===== src/rtl/md_issue_ctrl.sv =====
// D-to-E issue register for MDU ops with a shadow busy countdown and MDU-conflict stall.
// Optional macro MD_STALL_ALL_EN: stall every valid D instruction while the MDU is busy.
module md_issue_ctrl #(
    parameter int unsigned MUL_LAT = 5,
    parameter int unsigned DIV_LAT = 10
) (
    input  logic        clk,
    input  logic        reset,
    input  logic        d_valid,
    input  logic [3:0]  d_md_sel,
    input  logic [31:0] d_rs,
    input  logic [31:0] d_rt,
    input  logic        ext_stall,
    input  logic        e_flush,
    output logic [3:0]  e_md_sel,
    output logic [31:0] e_d1,
    output logic [31:0] e_d2,
    output logic        d_stall,
    output logic        md_busy,
    output logic [3:0]  md_cnt
);

    localparam logic [3:0] MUL_LD = 4'(MUL_LAT);
    localparam logic [3:0] DIV_LD = 4'(DIV_LAT);

    function automatic logic f_is_start(input logic [3:0] sel);
        f_is_start = (sel >= 4'd1) && (sel <= 4'd4);
    endfunction

    function automatic logic f_is_mul(input logic [3:0] sel);
        f_is_mul = (sel == 4'd1) || (sel == 4'd2);
    endfunction

    function automatic logic f_is_mdu(input logic [3:0] sel);
        f_is_mdu = (sel >= 4'd1) && (sel <= 4'd8);
    endfunction

    logic [3:0]  r_e_sel;
    logic [31:0] r_e_d1;
    logic [31:0] r_e_d2;
    logic [3:0]  r_cnt;
    logic        w_mdu_active;
    logic        w_stall;
    logic [3:0]  w_d_sel;

    // Conflict stall and the op code that would be loaded into E.
    always_comb begin
        w_mdu_active = f_is_start(r_e_sel) || (r_cnt != 4'd0);
`ifdef MD_STALL_ALL_EN
        w_stall = d_valid && w_mdu_active;
`else
        w_stall = d_valid && f_is_mdu(d_md_sel) && w_mdu_active;
`endif
        if (d_valid && (d_md_sel <= 4'd8)) begin
            w_d_sel = d_md_sel;
        end else begin
            w_d_sel = 4'd0;
        end
    end

    // E-stage register: flush and stalls both inject a zeroed bubble.
    always_ff @(posedge clk or posedge reset) begin
        if (reset) begin
            r_e_sel <= 4'd0;
            r_e_d1  <= 32'd0;
            r_e_d2  <= 32'd0;
        end else if (e_flush || w_stall || ext_stall) begin
            r_e_sel <= 4'd0;
            r_e_d1  <= 32'd0;
            r_e_d2  <= 32'd0;
        end else begin
            r_e_sel <= w_d_sel;
            r_e_d1  <= d_rs;
            r_e_d2  <= d_rt;
        end
    end

    // Busy countdown; an op sitting in E has already reached the MDU, so flush does not cancel the load.
    always_ff @(posedge clk or posedge reset) begin
        if (reset) begin
            r_cnt <= 4'd0;
        end else if (f_is_mul(r_e_sel)) begin
            r_cnt <= MUL_LD;
        end else if (f_is_start(r_e_sel)) begin
            r_cnt <= DIV_LD;
        end else if (r_cnt != 4'd0) begin
            r_cnt <= r_cnt - 4'd1;
        end else begin
            r_cnt <= 4'd0;
        end
    end

    assign e_md_sel = r_e_sel;
    assign e_d1     = r_e_d1;
    assign e_d2     = r_e_d2;
    assign md_cnt   = r_cnt;
    assign md_busy  = (r_cnt != 4'd0);
    assign d_stall  = w_stall;

endmodule


===== config.mk =====
export PLATFORM = sky130hd
export DESIGN_NAME = md_issue_ctrl
export DESIGN_NICKNAME = d
export VERILOG_FILES = /design/src/rtl/md_issue_ctrl.sv
export SDC_FILE = /design/constraint.sdc
export NUM_CORES = 1
export LEC_CHECK = 0
export ABC_AREA = 0
export BUFFER_PORTS_ARGS = -buffer_cell sky130_fd_sc_hd__buf_2
export CAP_MARGIN = 20
export CORE_UTILIZATION = 45
export CTS_CLUSTER_DIAMETER = 120
export DETAILED_ROUTE_END_ITERATION = 12
export PLACE_DENSITY = 0.79
export SLEW_MARGIN = 0
export SYNTH_ARGS = -nofsm -noshare
export SYNTH_HDL_FRONTEND = slang
export SYNTH_SLANG_ARGS = --single-unit

===== constraint.sdc =====
create_clock -name clk -period 3.7 [get_ports clk]
set_clock_uncertainty 0.05 [all_clocks]
set_input_delay 1.11 -clock clk [delete_from_list [all_inputs] [get_ports clk]]
set_output_delay 1.11 -clock clk [all_outputs]
set_load 0.005 [all_outputs]

# [Word-level counts from Yosys, hierarchy flattened]
# Index checks and enable logic that the tools add are counted.
[word_totals] regBits=72 in_bits=73 word_cells=28
[op_classes] add_sub_neg=1 order_cmp=4 eq_ne=2 muxes=7 n_reduce_logical=10
[op_table] op="32-bit 2-to-1 mux" n=2
[op_table] op="4-bit 2-to-1 mux" n=5
[op_table] op="4-bit by 1-bit >= comparator with 1-bit output (second input constant)" n=2
[op_table] op="1-bit logical AND" n=5
[op_table] op="4-bit by 1-bit equality test with 1-bit output (second input constant)" n=1
[op_table] op="4-bit by 2-bit equality test with 1-bit output (second input constant)" n=1
[op_table] op="4-bit by 3-bit less-or-equal comparator with 1-bit output (second input constant)" n=1
[op_table] op="4-bit less-or-equal comparator (second input constant)" n=1
[op_table] op="1-bit logical OR" n=4
[op_table] op="4-bit nonzero test" n=1
[op_table] op="4-bit by 1-bit subtractor with 4-bit output (second input constant)" n=1

# [Depth between registers and ports, before layout]
[depth] ltp_word=7 ltp_mapped=5

# [Least setup slack after synthesis]
# No wires, ideal clock.
[synth_timing] kind="input to output" start="input port d_md_sel[0]" end="output port d_stall" arrival_time_ps=2105 setup_slack_ps=435 path_stages=4 path_buffers=1 path_cell_list="or4_1 and3_4 buf_8 and2_1"
[synth_between] elab_chain_len=4 elab_cells_between_ends=5
[synth_rtl] element="start: declaration" line_no="10" text="input logic [3:0] d_md_sel,"
[synth_rtl] element="4-bit by 1-bit >= comparator with 1-bit output / 4-bit less-or-equal comparator (equally long branches)" line_no="35" text="f_is_mdu = (sel >= 4'd1) && (sel <= 4'd8);"
[synth_rtl] element="1-bit logical AND (*)" line_no="35"
[synth_rtl] element="1-bit logical AND (*) (2 in a row)" line_no="52" text="w_stall = d_valid && f_is_mdu(d_md_sel) && w_mdu_active;"
[synth_rtl] element="end: declaration" line_no="18" text="output logic d_stall,"
# Every way passes the cells marked *; elsewhere a longest branch is shown, timed or not.

# [Worst setup path after layout]
# Same ends and word-level chain as after synthesis.

==> flow_summary.yaml <==
global_route:
  use_met2_pct: 32.9
  grt_usage_pct: 19.7
  grt_start_max_net_pins: 73
  grt_pass1_wl_um: 10700
  antenna_found_initial: 0
  overflow: 0
  grtUsageMet1_pct: 23.2
  grt_pass1_vias: 2445
  grt_use_met3_pct: 5.67
  busiest_layer: "met2"
power:
  comb_power_share_pct: 28.1
  p_clk_share_pct: 29.5
  power.switching_uw: 716
  p_int_uw: 1370
  ir_drop_uv: 536
  power_density_mw_per_mm2: 544
  sw_frac_of_total_pct: 34.3
  power_uw: 2090
  seq_power_share_pct: 42.4
  power.leakage_uw: 0.00206
cts:
  holdBufCountCts: 0
  htreeDepth: 3
  clockRootBuffer: "clkbuf_8"
  cts_resized: 0
  clk_latency_ns: 0.33
  post-cts-setup-buffers: 0
  path_clk_slew_ns: 0.06
  cts_tree: "built"
  cts_buffer_depth: 2
  cts_made_buffers: 9
  clock_sinks: 72
die:
  start_util_pct: 46.4
  num_rows: 29
  dieArea_mm2: 0.00687
  die_h_um: 82.9
  die_w_um: 82.9
  io-pin-count: 147
  fp.coreArea_mm2: 0.00635
critical_path:
  crit_type: "in -> out"
  crit_buf_inv: 2
  path_delay_family: "simple AND/OR/NAND/NOR gates"
  crit_chain: "buf_2 -> or4_1 -> and3_4 -> and2_1 -> buf_2"
  critical_path.slowest_cell: "or4_1"
  required_ns: 2.54
  arrival_ns: 2.21
  cp-start-kind: "input port"
  cpMostUsedCell: "buf_2"
  cp-end-kind: "output port"
  cp_max_fo: 3
  slowest_delay_ns: 0.51
placement:
  dp_cells: 463
  dpl.hpwl_um: 4260
  routabilityCongestion: 0.903
  placed_cell_area_mm2: 0.00364
  portBuffers: 146
sta:
  fmax_mhz: 297
  final-setup-viol-count: 0
  period_needed_ns: 3.37
  hold_viol: 0
  fin_tns_setup_ns: 0
  drv_slew: 0
  max_slew_margin_pct: 34.0
  min_period_over_period_pct: 91.0
  rsz0062_at_grt: "false"
  tightest_slew_ns: 0.990
synth:
  netlist.area_leader.share_pct: 61.2
  ys_top_cells_by_count: "72 x dfrtp_1, 65 x nand2_1, 50 x a21oi_2"
  netlist_area_mm2: 0.00294
  ys_types: 27
  synth_nets: 329
  yosysMostFrequentCell: "dfrtp_1"
  syn-mean-instance-area_um2: 11.5
  synth-seq-cells: 72
  synth.area.top_cells: "dfrtp_1 61%, a21oi_2 15%, nand2_1 8.3%"
  synthCells: 256
  yosysWarnings: 0
  synth_top_area_cell: "dfrtp_1"
  ys.flop_type: "dfrtp_1"
  synth-edff-count: 0
  synth_seq_area_share_pct: 61.2
  postSynth.asyncResetShare_pct: 100
flow_run:
  drv_cap: 0
layout:
  syn_to_final_growth_pct: 30.5
  antenna_cells: 0
  layout-drive-gt1-share_pct: 55.0
  finalNetCount: 470
  multi_input_area_um2: 955
  seq_area_mm2: 0.00180
  design_area_mm2: 0.00384
  nFillCells: 544
  stdcell_count: 479
drt:
  avgViaCountPerCell: 4.92
  drt_iter0_markers: 78
  ant_nets: 0
  totalWireLength_um: 6460
  drc_errors: 0
  firstDrtPassIters: 4
  via_count: 2356
  wl_per_cell_um: 13.5
worst_hold_path:
  hold_class: "reg -> reg"
outcome:
  status: "finished, final reports clean"
==> placed cells by master, fill, tap and decap left out, types with 2 or more instances in the layout <==
| cell | instances |
|---|---|
| o21ai_0 | 2 |
| clkbuf_1 | 2 |
| clkbuf_8 | 11 |
| nor3_1 | 7 |
| a21oi_2 | 50 |
| clkinv_2 | 2 |
| nand2_1 | 65 |
| buf_2 | 146 |
| o31ai_1 | 2 |
| or3_1 | 2 |
| a21oi_1 | 16 |
| dfrtp_1 | 72 |
| inv_1 | 5 |
| buf_4 | 5 |
==> registers in the layout, summed over array words and instances (netlist names) <==
| name | cells |
|---|---|
| e_d2 | 32 |
| e_d1 | 32 |
| md_cnt | 4 |
| e_md_sel | 4 |
==> worst register-to-register path, stage by stage (launching register included) <==
cell and delay (ns):
dfrtp_1 0.45, nor4_2 0.53, o31ai_4 0.14, buf_4 0.45, nor3_1 0.32
==> kinds of logic after synthesis <==
logic type	count (synthesis)	synth area share [%]
buf+inv	27	6.93
simple gates	82	12.0
xor+xnor	1	0.298
flops	72	61.2
compound gates	74	19.6
==> area by class of cell <==
type	instances	area share, %
inverter	6	0.586
timing repair buffer	151	20.0
clock buffer	13	4.14
tap	77	2.51
clock inverter	3	1.04
sequential	72	46.9
multi-input combinational	157	24.8
==> metal layers <==
layer | wire length (um) | up-vias
met5 | 0 | -
met4 | 161 | 0
met3 | 479 | 14
met2 | 3190 | 92
met1 | 2630 | 1125
li1 | - | 1125
==> final timing paths <==
kind / from / to / slack [ns] / cells after the start
hold reg to reg: md_cnt[0] / md_cnt[0] / 0.55 / 1
setup / recovery: d_md_sel[0] / d_stall / 0.33 / 5
hold / removal: md_cnt[0] / md_cnt[0] / 0.55 / 1
setup reg to reg: md_cnt[0] / e_md_sel[3] / 1.67 / 4
max in group asynchronous: reset / e_d2[20] / 2.05 / 3
min in group asynchronous: reset / e_d1[1] / 1.00 / 3
==> per-stage QoR <==
| stage | setup WS [ns] | hold WS (ns) | utilization (%) |
|---|---|---|---|
| 3_3_place_gp | 0.342 | 0.523 | 57.4 |
| 5_1_grt | 0.282 | 0.581 | 60.5 |
| 3_5_place_dp | 0.333 | 0.537 | 57.4 |
| 4_1_cts | 0.329 | 0.546 | 60.5 |
| 6_report | 0.332 | 0.555 | 60.5 |
| 2_1_floorplan | 0.435 | 0.499 | - |
==> power groups by stage <==
stage                     clock network, uW  registers [uW]  logic [uW]
final                                   617             886         587
after global routing                    662             893         639
after CTS                               632             886         594
after detailed placement                  0             901         593
after global placement                    0             897         583
after floorplan                           0             905         429
No activity file was read; power rests on OpenSTA's default activity.
